==> src/rtl/dmem_arbiter_if.sv <==
// Bundle of both requester ports, the shared response data and the data memory side.
// slave is the arbiter's view; master is the view of the requesters and memory.
interface dmem_arbiter_if #(
  parameter int ADDR_W = 16,
  parameter int DATA_W = 16
);
  logic              r0_valid;
  logic              r0_we;
  logic [ADDR_W-1:0] r0_addr;
  logic [DATA_W-1:0] r0_wdata;
  logic              r0_ready;
  logic              r0_rsp_valid;
  logic              r0_rsp_ready;

  logic              r1_valid;
  logic              r1_we;
  logic [ADDR_W-1:0] r1_addr;
  logic [DATA_W-1:0] r1_wdata;
  logic              r1_ready;
  logic              r1_rsp_valid;
  logic              r1_rsp_ready;

  logic [DATA_W-1:0] rsp_rdata;
  logic              mem_we;
  logic [ADDR_W-1:0] mem_addr;
  logic [DATA_W-1:0] mem_wdata;
  logic [DATA_W-1:0] mem_rdata;
  logic              busy;

  modport slave (
    input  r0_valid, r0_we, r0_addr, r0_wdata, r0_rsp_ready,
    input  r1_valid, r1_we, r1_addr, r1_wdata, r1_rsp_ready,
    input  mem_rdata,
    output r0_ready, r0_rsp_valid, r1_ready, r1_rsp_valid,
    output rsp_rdata, mem_we, mem_addr, mem_wdata, busy
  );

  modport master (
    output r0_valid, r0_we, r0_addr, r0_wdata, r0_rsp_ready,
    output r1_valid, r1_we, r1_addr, r1_wdata, r1_rsp_ready,
    output mem_rdata,
    input  r0_ready, r0_rsp_valid, r1_ready, r1_rsp_valid,
    input  rsp_rdata, mem_we, mem_addr, mem_wdata, busy
  );
endinterface

==> src/rtl/dmem_arbiter.sv <==
// Two-port data memory arbiter (CPU port 0, DMA/debug port 1): IDLE -> ISSUE -> [RESP].
// Define DMEM_ARB_ROUND_ROBIN_EN for round-robin on simultaneous requests; otherwise port 0 wins.
module dmem_arbiter #(
  parameter int ADDR_W = 16,
  parameter int DATA_W = 16
) (
  input  logic           clk,
  input  logic           rst_n,
  dmem_arbiter_if.slave  bus
);

  typedef enum logic [1:0] {IDLE, ISSUE, RESP} state_t;

  state_t            state, state_nx;
  logic              any_req;
  logic              sel;
  logic              grant;
  logic              owner_p0;
  logic              we_p0;
  logic [ADDR_W-1:0] addr_p0;
  logic [DATA_W-1:0] wdata_p0;
  logic [DATA_W-1:0] rdata_p1;
`ifdef DMEM_ARB_ROUND_ROBIN_EN
  logic              last_gnt;
`endif

  always_comb begin
    any_req = bus.r0_valid | bus.r1_valid;
    sel     = 1'b0;
    if (bus.r0_valid && bus.r1_valid) begin
`ifdef DMEM_ARB_ROUND_ROBIN_EN
      sel = ~last_gnt;
`else
      sel = 1'b0;
`endif
    end else begin
      sel = bus.r1_valid;
    end
    grant = (state == IDLE) && any_req;
  end

  always_comb begin
    state_nx = state;
    case (state)
      IDLE:    if (any_req) state_nx = ISSUE;
      ISSUE:   state_nx = we_p0 ? IDLE : RESP;
      RESP:    if (owner_p0 ? bus.r1_rsp_ready : bus.r0_rsp_ready) state_nx = IDLE;
      default: state_nx = IDLE;
    endcase
  end

  always_ff @(posedge clk or negedge rst_n) begin
    if (!rst_n) state <= IDLE;
    else        state <= state_nx;
  end

  // Stage p0: request latched at grant; stage p1: read data captured at end of ISSUE
  always_ff @(posedge clk or negedge rst_n) begin
    if (!rst_n) begin
      owner_p0 <= 1'b0;
      we_p0    <= 1'b0;
      addr_p0  <= '0;
      wdata_p0 <= '0;
      rdata_p1 <= '0;
    end else begin
      if (grant) begin
        owner_p0 <= sel;
        we_p0    <= sel ? bus.r1_we    : bus.r0_we;
        addr_p0  <= sel ? bus.r1_addr  : bus.r0_addr;
        wdata_p0 <= sel ? bus.r1_wdata : bus.r0_wdata;
      end
      if (state == ISSUE && !we_p0) rdata_p1 <= bus.mem_rdata;
    end
  end

`ifdef DMEM_ARB_ROUND_ROBIN_EN
  // Reset value 1 means "port 1 granted last", so port 0 wins the first tie
  always_ff @(posedge clk or negedge rst_n) begin
    if (!rst_n)     last_gnt <= 1'b1;
    else if (grant) last_gnt <= sel;
  end
`endif

  assign bus.r0_ready     = grant & ~sel;
  assign bus.r1_ready     = grant & sel;
  assign bus.mem_we       = (state == ISSUE) & we_p0;
  assign bus.mem_addr     = addr_p0;
  assign bus.mem_wdata    = wdata_p0;
  assign bus.rsp_rdata    = rdata_p1;
  assign bus.r0_rsp_valid = (state == RESP) & ~owner_p0;
  assign bus.r1_rsp_valid = (state == RESP) & owner_p0;
  assign bus.busy         = (state != IDLE);

endmodule

==> src/flat_wrapper.sv <==
// flat-port wrapper written by rule: the top's interface ports become plain ports
module dmem_arbiter_flat 
#(
  parameter int ADDR_W = 16,
  parameter int DATA_W = 16
)
  (clk, rst_n, bus_r0_valid, bus_r0_we, bus_r0_addr, bus_r0_wdata, bus_r0_rsp_ready, bus_r1_valid, bus_r1_we, bus_r1_addr, bus_r1_wdata, bus_r1_rsp_ready, bus_mem_rdata, bus_r0_ready, bus_r0_rsp_valid, bus_r1_ready, bus_r1_rsp_valid, bus_rsp_rdata, bus_mem_we, bus_mem_addr, bus_mem_wdata, bus_busy);
  dmem_arbiter_if #(.ADDR_W(ADDR_W), .DATA_W(DATA_W)) bus_i ();
  input  logic clk;
  input  logic rst_n;
  input wire logic [$bits(bus_i.r0_valid)-1:0] bus_r0_valid;
  input wire logic [$bits(bus_i.r0_we)-1:0] bus_r0_we;
  input wire logic [$bits(bus_i.r0_addr)-1:0] bus_r0_addr;
  input wire logic [$bits(bus_i.r0_wdata)-1:0] bus_r0_wdata;
  input wire logic [$bits(bus_i.r0_rsp_ready)-1:0] bus_r0_rsp_ready;
  input wire logic [$bits(bus_i.r1_valid)-1:0] bus_r1_valid;
  input wire logic [$bits(bus_i.r1_we)-1:0] bus_r1_we;
  input wire logic [$bits(bus_i.r1_addr)-1:0] bus_r1_addr;
  input wire logic [$bits(bus_i.r1_wdata)-1:0] bus_r1_wdata;
  input wire logic [$bits(bus_i.r1_rsp_ready)-1:0] bus_r1_rsp_ready;
  input wire logic [$bits(bus_i.mem_rdata)-1:0] bus_mem_rdata;
  output wire logic [$bits(bus_i.r0_ready)-1:0] bus_r0_ready;
  output wire logic [$bits(bus_i.r0_rsp_valid)-1:0] bus_r0_rsp_valid;
  output wire logic [$bits(bus_i.r1_ready)-1:0] bus_r1_ready;
  output wire logic [$bits(bus_i.r1_rsp_valid)-1:0] bus_r1_rsp_valid;
  output wire logic [$bits(bus_i.rsp_rdata)-1:0] bus_rsp_rdata;
  output wire logic [$bits(bus_i.mem_we)-1:0] bus_mem_we;
  output wire logic [$bits(bus_i.mem_addr)-1:0] bus_mem_addr;
  output wire logic [$bits(bus_i.mem_wdata)-1:0] bus_mem_wdata;
  output wire logic [$bits(bus_i.busy)-1:0] bus_busy;
  assign bus_i.r0_valid = bus_r0_valid;
  assign bus_i.r0_we = bus_r0_we;
  assign bus_i.r0_addr = bus_r0_addr;
  assign bus_i.r0_wdata = bus_r0_wdata;
  assign bus_i.r0_rsp_ready = bus_r0_rsp_ready;
  assign bus_i.r1_valid = bus_r1_valid;
  assign bus_i.r1_we = bus_r1_we;
  assign bus_i.r1_addr = bus_r1_addr;
  assign bus_i.r1_wdata = bus_r1_wdata;
  assign bus_i.r1_rsp_ready = bus_r1_rsp_ready;
  assign bus_i.mem_rdata = bus_mem_rdata;
  assign bus_r0_ready = bus_i.r0_ready;
  assign bus_r0_rsp_valid = bus_i.r0_rsp_valid;
  assign bus_r1_ready = bus_i.r1_ready;
  assign bus_r1_rsp_valid = bus_i.r1_rsp_valid;
  assign bus_rsp_rdata = bus_i.rsp_rdata;
  assign bus_mem_we = bus_i.mem_we;
  assign bus_mem_addr = bus_i.mem_addr;
  assign bus_mem_wdata = bus_i.mem_wdata;
  assign bus_busy = bus_i.busy;
  dmem_arbiter #(.ADDR_W(ADDR_W), .DATA_W(DATA_W)) u_core (.clk(clk), .rst_n(rst_n), .bus(bus_i));
endmodule
==> config.mk <==
export PLATFORM = sky130hd
export DESIGN_NAME = dmem_arbiter_flat
export DESIGN_NICKNAME = d
export VERILOG_FILES = /design/src/rtl/dmem_arbiter_if.sv /design/src/rtl/dmem_arbiter.sv /design/src/flat_wrapper.sv
export SDC_FILE = /design/constraint.sdc
export NUM_CORES = 1
export LEC_CHECK = 0
export ABC_AREA = 0
export BUFFER_PORTS_ARGS = -buffer_cell sky130_fd_sc_hd__buf_2
export CORE_ASPECT_RATIO = 0.9
export CORE_UTILIZATION = 42
export CTS_CLUSTER_DIAMETER = 50
export DETAILED_ROUTE_END_ITERATION = 10
export PLACE_DENSITY = 0.79
export SETUP_SLACK_MARGIN = 0.5
export SKIP_CTS_REPAIR_TIMING = 1
export SLEW_MARGIN = 10
export SYNTH_ARGS = -nofsm -noshare
export SYNTH_HDL_FRONTEND = slang
export SYNTH_SLANG_ARGS = --single-unit
==> constraint.sdc <==
create_clock -name clk -period 1.9 [get_ports clk]
set_input_delay 0.19 -clock clk [delete_from_list [all_inputs] [get_ports clk]]
set_output_delay 0.19 -clock clk [all_outputs]
set_load 0.02 [all_outputs]
Word-level counts from Yosys, hierarchy flattened
Index checks and enable logic that the tools add are counted.
{ "classes": {"eq_ne": 4, "mux": 9, "n_bitwise": 8, "reduce_logical": 7} }
{ "op_table": {"columns": ["operator", "n"], "rows": [
  ["$mux W16", 2],
  ["$mux W2", 3],
  ["$pmux W2 S3", 1],
  ["$and A1 B1 Y1", 5],
  ["$ne A2 B1 Y1 const B", 2],
  ["$logic_and A1 B1 Y1", 3],
  ["$mux W1", 3],
  ["$eq A2 B1 Y1 const B", 1],
  ["$eq A2 B2 Y1 const B", 1],
  ["$logic_not A2 Y1", 1],
  ["$not A1 Y1", 2],
  ["$reduce_and A2 Y1", 1],
  ["$reduce_bool A2 Y1", 1],
  ["$logic_not A1 Y1", 1],
  ["$or A1 B1 Y1", 1]
]} }
{ "word_totals": {"wordCells": 34, "output_inout_bits": 54, "in_bits": 88, "ff_bits": 52} }

Depth between registers and ports, before layout
Gate-level depths: netlist of run 1.
{ "logic_depth": {"ltp_word": 4, "ltp_mapped": 5, "mapped_depth_nobuf": 3} }

Worst setup path before layout of run 1
Ideal clock, no wire load.
{ "synth_timing": {"path_type": "reg2reg", "startpoint": "register u_core.state[1]", "endpoint": "register u_core.rdata_p1[10], in the netlist u_core.bus.rsp_rdata[10]", "path_stages_with_launch": 4, "setup_time_ns": 0.128, "synth_period_minus_slack_ns": 1.482, "path_buffers": 1, "arrival_time_ns": 1.354, "required_time_ns": 1.772, "slack_ns": 0.418, "cell_sequence": "dfrtp_1 > nor3b_4 > buf_4 > mux2_1"} }
{ "synth_between": {"elab_chain_len": 2} }
{ "synth_lines": {"columns": ["element", "line_no", "text"], "rows": [
  ["from (decl)", "dmem_arbiter.sv:14", "state_t state, state_nx;"],
  ["from (signal assigned)", "dmem_arbiter.sv:54", "else state <= state_nx;"],
  ["$eq A2 B1 Y1", "dmem_arbiter.sv:72", "if (state == ISSUE && !we_p0) rdata_p1 <= bus.mem_rdata;"],
  ["$logic_and A1 B1 Y1", "dmem_arbiter.sv:72", null],
  ["to (signal assigned)", "dmem_arbiter.sv:72", null],
  ["to (decl)", "dmem_arbiter.sv:22", "logic [DATA_W-1:0] rdata_p1;"]
]} }
Every way passes these cells.
A chain may end at the register's enable or synchronous reset.

Worst setup path after layout of run 1
{ "layout_timing": {"startpoint": "register u_core.state[0]", "endpoint": "output port bus_r1_ready"} }
{ "layout_between": {"elab_chain_len": 3} }
{ "layout_lines": {"columns": ["element", "line_no", "text"], "rows": [
  ["$logic_not A2 Y1", "dmem_arbiter.sv:39", "grant = (state == IDLE) && any_req;"],
  ["$logic_and A1 B1 Y1", "dmem_arbiter.sv:39", null],
  ["$and A1 B1 Y1", "dmem_arbiter.sv:85", "assign bus.r1_ready = grant & sel;"],
  ["to (decl)", "flat_wrapper.sv:24", "output wire logic [$bits(bus_i.r1_ready)-1:0] bus_r1_ready;"]
]} }
Every way passes these cells.

==> impl_metrics.json, run 1 <==
{
  "die_w_um": 78.6,
  "async_flop_share": 1.00,
  "multi_input_area_um2": 855,
  "gp_congestion": 0.695,
  "worstSetupEndpointType": "output port",
  "worstRegToRegCells": 4,
  "grt_pass1_wl_um": 8180,
  "synth_commonest_cells": "dfrtp_1, a221o_1, and2_1",
  "tritoncts": "built",
  "regArea_mm2": 0.00130,
  "slew_headroom": 0.609,
  "fin_area_mm2": 0.00324,
  "ys_ff_latch": 52,
  "synth_nets": 248,
  "grt-busiest-layer": "met2",
  "synth_area_leaders": "dfrtp_1, a221o_1, and2_1",
  "rr_endpoint": "u_core.bus.mem_wdata[14]$_DFFE_PN0P_",
  "fmax_ghz": 0.587,
  "drive_above_1_share": 0.577,
  "setup_viol": 0,
  "route.detailed.drc": 0,
  "avgRoutedWirePerCell_um": 15.3,
  "status": "completed",
  "cts_buffer_depth": 2,
  "seq_area_frac_synth": 0.586,
  "setup_tns_ns": 0,
  "finalHoldViolations": 0,
  "cp-start-kind": "register",
  "ios": 142,
  "fin_skew_ns": 0.00342,
  "grt_max_degree": 36,
  "critPathArrivalTime_ns": 1.51,
  "chipHeight_um": 71.0,
  "synth_top_area_frac": 0.586,
  "nFillCells": 417,
  "nNetsFinal": 399,
  "cp_max_fo": 6,
  "firstDrtPassIters": 4,
  "grt_pass1_vias": 1766,
  "leakage_nw": 1.69,
  "final_util": 0.654,
  "yosysTopAreaCell": "dfrtp_1",
  "grtUsageMet1": 0.252,
  "whs_endpoint": "u_core.bus.rsp_rdata[9]$_DFFE_PN0P_",
  "yosysMostFrequentCell": "dfrtp_1",
  "grt_antenna_before_repair": 0,
  "yosysWarnings": 0,
  "power.density_mw_per_mm2": 1660,
  "initial_utilization": 0.448,
  "avgSynthCellArea_um2": 13.9,
  "rows": 24,
  "netlist_instances": 160,
  "syn-cell-area_mm2": 0.00222,
  "fin_crit_ns": 1.70,
  "peakVddDrop_mv": 0.794,
  "routed_wl_um": 5750,
  "r2r_slack_ns": 0.30,
  "clk_pin_slew_ns": 0.09,
  "min_from": "bus_mem_rdata[9]",
  "met3_usage": 0.0529,
  "portBuffers": 141,
  "path_class": "reg2out",
  "r2r_start": "u_core.state[0]$_DFFE_PN0P_",
  "yosysUniqueCellTypes": 19,
  "report.final.slew_viol_count": 0,
  "clockRootBuffer": "clkbuf_8",
  "insertion_delay_ns": 0.30,
  "crit_required_ns": 1.71,
  "holdPathStages": 2,
  "grt_overflow_total": 0,
  "gr-usage-met2": 0.309,
  "ant_nets": 0,
  "groute.usage.overall": 0.191,
  "rsz0062_at_grt": "yes",
  "cts-htree-levels": 2,
  "clkSinkCount": 52,
  "hp-class": "in2reg",
  "worstMarginPinSlew_ns": 0.587,
  "fp.coreArea_mm2": 0.00495,
  "vias": 1899,
  "cap_violations": 0,
  "via_per_inst": 5.04,
  "dieArea_mm2": 0.00558,
  "numCtsBuffers": 5,
  "synthFlopType": "dfrtp_1",
  "placed_cell_area_mm2": 0.00299,
  "place_hpwl_um": 3830,
  "synth_edf_count": 0,
  "drtIter0Drc": 84,
  "syn_to_final_growth_pct": 46.1,
  "min_period_over_period": 0.896,
  "diodes": 0
}
[through the flow]
| stage | power (mW) | setup slack (ns) | hold WS [ns] | cells |
|---|---|---|---|---|
| 2_1_floorplan | 3.67 | 0.464 | -0.106 | 160 |
| 3_3_place_gp | 4.44 | 0.382 | 0.216 | 359 |
| 3_5_place_dp | 4.51 | 0.328 | 0.228 | 359 |
| 4_1_cts | 5.26 | 0.0453 | -0.102 | 367 |
| 5_1_grt | 5.68 | 0.124 | 0.0841 | 377 |
| 6_report | 5.38 | 0.197 | 0.105 | 377 |
[per-layer routing]
| layer | up-vias | share of wire |
|---|---|---|
| met4 | 0 | 0.0078 |
| met1 | 905 | 0.43 |
| met5 | - | 0 |
| met3 | 6 | 0.067 |
| met2 | 84 | 0.49 |
| li1 | 904 | - |
[worst max path at each step]
stage,start,endpoint,slack [ns],cells past startpoint
2_1_floorplan,u_core.state[0]$_DFFE_PN0P_,u_core.bus.rsp_rdata[10]$_DFFE_PN0P_,0.46,3
3_3_place_gp,u_core.state[1]$_DFFE_PN0P_,u_core.bus.mem_wdata[11]$_DFFE_PN0P_,0.38,4
3_5_place_dp,u_core.state[1]$_DFFE_PN0P_,u_core.bus.mem_wdata[14]$_DFFE_PN0P_,0.33,4
4_1_cts,u_core.state[1]$_DFFE_PN0P_,bus_r0_ready,0.05,3
5_1_grt,u_core.state[0]$_DFFE_PN0P_,bus_r1_ready,0.12,3
6_report,u_core.state[0]$_DFFE_PN0P_,bus_r1_ready,0.20,3
[power by group]
part	internal [mW]	switching, mW
combinational	1.17	1.48
sequential	1.66	0.323
clock	0.391	0.354
total	3.22	2.15
[layout make-up]
type                    instances  share of cell area
well taps                      65              0.0251
multi-input cells              94               0.264
clock inverters                 2              0.0108
inverters                       4             0.00463
clock buffers                   6              0.0224
flip-flops and latches         52               0.402
repair buffers                154               0.271
[logic make-up after synthesis]
logic type / count (synthesis) / synth area share
flip-flops: 52 / 0.586
multiplexers: 16 / 0.0812
AO/OA/AOI/OAI: 36 / 0.158
AND/OR/NAND/NOR: 41 / 0.132
buffers and inverters: 15 / 0.0428
[critical path, stage by stage, from the launching register on]
cell,delay [ns]
dfrtp_2,0.46
nor4b_4,0.43
clkbuf_16,0.22
buf_8,0.10
[state kept, by name (all words and copies together) (netlist names)]
| name | count |
|---|---|
| u_core.state | 2 |
| u_core.owner_p0 | 1 |
| u_core.bus.mem_addr | 16 |
| u_core.we_p0 | 1 |
| u_core.bus.rsp_rdata | 16 |
| u_core.bus.mem_wdata | 16 |
[cell usage in the layout, fill, tap and decap left out, drive strengths merged]
master / count
a21oi: 1
a221o: 34
and2: 35
and3b: 2
buf: 151
bufinv: 1
clkbuf: 8
clkinv: 1
dfrtp: 52
dlygate4sd3: 1
inv: 4
mux2: 16
nor2: 2
nor3b: 2
nor4b: 1
o21ai: 1
(Power assumes the default switching activity.)
==> run 2, diff against run 1 <==
--- a/config.mk
+++ b/config.mk
@@ -11,6 +11,7 @@
 export CORE_UTILIZATION = 42
 export CTS_CLUSTER_DIAMETER = 50
 export DETAILED_ROUTE_END_ITERATION = 10
+export GPL_TIMING_DRIVEN = 0
 export PLACE_DENSITY = 0.79
 export SETUP_SLACK_MARGIN = 0.5
 export SKIP_CTS_REPAIR_TIMING = 1
==> impl_metrics.json, run 2 (synthesis results as in run 1) <==
{
  "cts-htree-levels": 2,
  "power.density_mw_per_mm2": 1680,
  "nNetsFinal": 412,
  "clk_pin_slew_ns": 0.08,
  "routed_wl_um": 5660,
  "leakage_nw": 1.81,
  "grtUsageMet1": 0.252,
  "fmax_ghz": 0.605,
  "place_hpwl_um": 3930,
  "groute.usage.overall": 0.195,
  "slew_headroom": 0.577,
  "worstMarginPinSlew_ns": 0.635,
  "clockRootBuffer": "clkbuf_8",
  "final_util": 0.690,
  "via_per_inst": 5.01,
  "tritoncts": "built",
  "worstSetupEndpointType": "output port",
  "report.final.slew_viol_count": 0,
  "initial_utilization": 0.448,
  "most-common-layout-cells": "buf_2, dfrtp_1, a221o_1, and2_1, buf_6",
  "drtIter0Drc": 89,
  "cp_max_fo": 7,
  "vias": 1947,
  "power_mw": 5.73,
  "grt_overflow_total": 0,
  "hp-class": "in2reg",
  "fin_skew_ns": 0.00450,
  "cts_buffer_depth": 2,
  "rsz0062_at_grt": "yes",
  "numCtsBuffers": 5,
  "final_common_cell": "buf_2",
  "diodes": 0,
  "fp.coreArea_mm2": 0.00495,
  "crit_required_ns": 1.71,
  "p_clk_frac": 0.114,
  "setup_viol": 0,
  "pwr-share-comb": 0.538,
  "dp_cells": 366,
  "final_cell_count_no_fill": 389,
  "drive_above_1_share": 0.602,
  "peakVddDrop_mv": 0.856,
  "internal_power_mw": 3.52,
  "min_period_over_period": 0.870,
  "ant_nets": 0,
  "met3_usage": 0.0529,
  "chipHeight_um": 71.0,
  "p_seq_frac": 0.348,
  "ios": 142,
  "fin_crit_ns": 1.65,
  "portBuffers": 141,
  "finalHoldViolations": 0,
  "grt_antenna_before_repair": 0,
  "gp_congestion": 0.726,
  "grt_pass1_vias": 1780,
  "fin_hold_ws_ns": 0.110,
  "clkSinkCount": 52,
  "path_class": "reg2out",
  "grt_pass1_wl_um": 8330,
  "rows": 24,
  "avgRoutedWirePerCell_um": 14.5,
  "gr-usage-met2": 0.322,
  "dieArea_mm2": 0.00558,
  "cp-start-kind": "register",
  "route.detailed.drc": 0,
  "status": "completed",
  "grt-busiest-layer": "met2",
  "critPathArrivalTime_ns": 1.46,
  "cap_violations": 0,
  "p_sw_mw": 2.21,
  "firstDrtPassIters": 4,
  "die_w_um": 78.6,
  "insertion_delay_ns": 0.29,
  "swShare": 0.386,
  "syn_to_final_growth_pct": 54.1,
  "grt_max_degree": 53
}
-- run 2: critical path, stage by stage, from the launching register on --
cell     delay [ns]
dfrtp_2        0.47
nor4b_4        0.28
buf_4          0.19
buf_6          0.12
buf_6          0.11
-- run 2: cell type report --
class                      count  area (um2)
buffer                        11         133
clock buffer                   7        96.3
fill                         393        1540
inverter                       4        15.0
multi-input combinational     93         878
sequential                    52        1300
tap                           65        81.3
timing repair buffer         157         912
-- run 2: per-layer routing --
| metal | part of all wire | vias to the layer above |
|---|---|---|
| li1 | - | 927 |
| met2 | 0.48 | 91 |
| met4 | 0.011 | 0 |
| met1 | 0.44 | 921 |
| met3 | 0.068 | 8 |
| met5 | 0 | - |
-- run 2: power by group through the flow --
| stage | Sequential (mW) | Combinational [mW] | Clock, mW |
|---|---|---|---|
| floorplan | 2.60 | 1.07 | 0 |
| global placement | 1.97 | 2.54 | 0 |
| detailed placement | 1.98 | 2.60 | 0 |
| CTS | 1.97 | 2.60 | 0.674 |
| global route | 2.06 | 3.29 | 0.727 |
| finish | 2.00 | 3.08 | 0.651 |
-- run 2: per-stage QoR --
step,area [um2],TNS (ns),worst slack [ns]
finish,3420,0,0.247
global route,3420,0,0.174
detailed placement,3010,0,0.242
global placement,3010,0,0.271
floorplan,2220,0,0.464
CTS,3110,-0.0177,-0.0177
-- run 2: path summary, 6_finish.rpt --
path                            slack (ns)                                 start                                   end  cells past startpoint
min in group asynchronous             0.46                                 rst_n  u_core.bus.mem_wdata[15]$_DFFE_PN0P_                      2
worst min-delay path                  0.11                      bus_mem_rdata[7]   u_core.bus.rsp_rdata[7]$_DFFE_PN0P_                      2
worst min register to register        0.49  u_core.bus.rsp_rdata[12]$_DFFE_PN0P_  u_core.bus.rsp_rdata[12]$_DFFE_PN0P_                      1
worst max-delay path                  0.25           u_core.state[0]$_DFFE_PN0P_                          bus_r1_ready                      4
max in group asynchronous             0.97                                 rst_n           u_core.state[0]$_DFFE_PN0P_                      2
worst max register to register        0.39           u_core.state[1]$_DFFE_PN0P_    u_core.bus.mem_addr[2]$_DFFE_PN0P_                      6
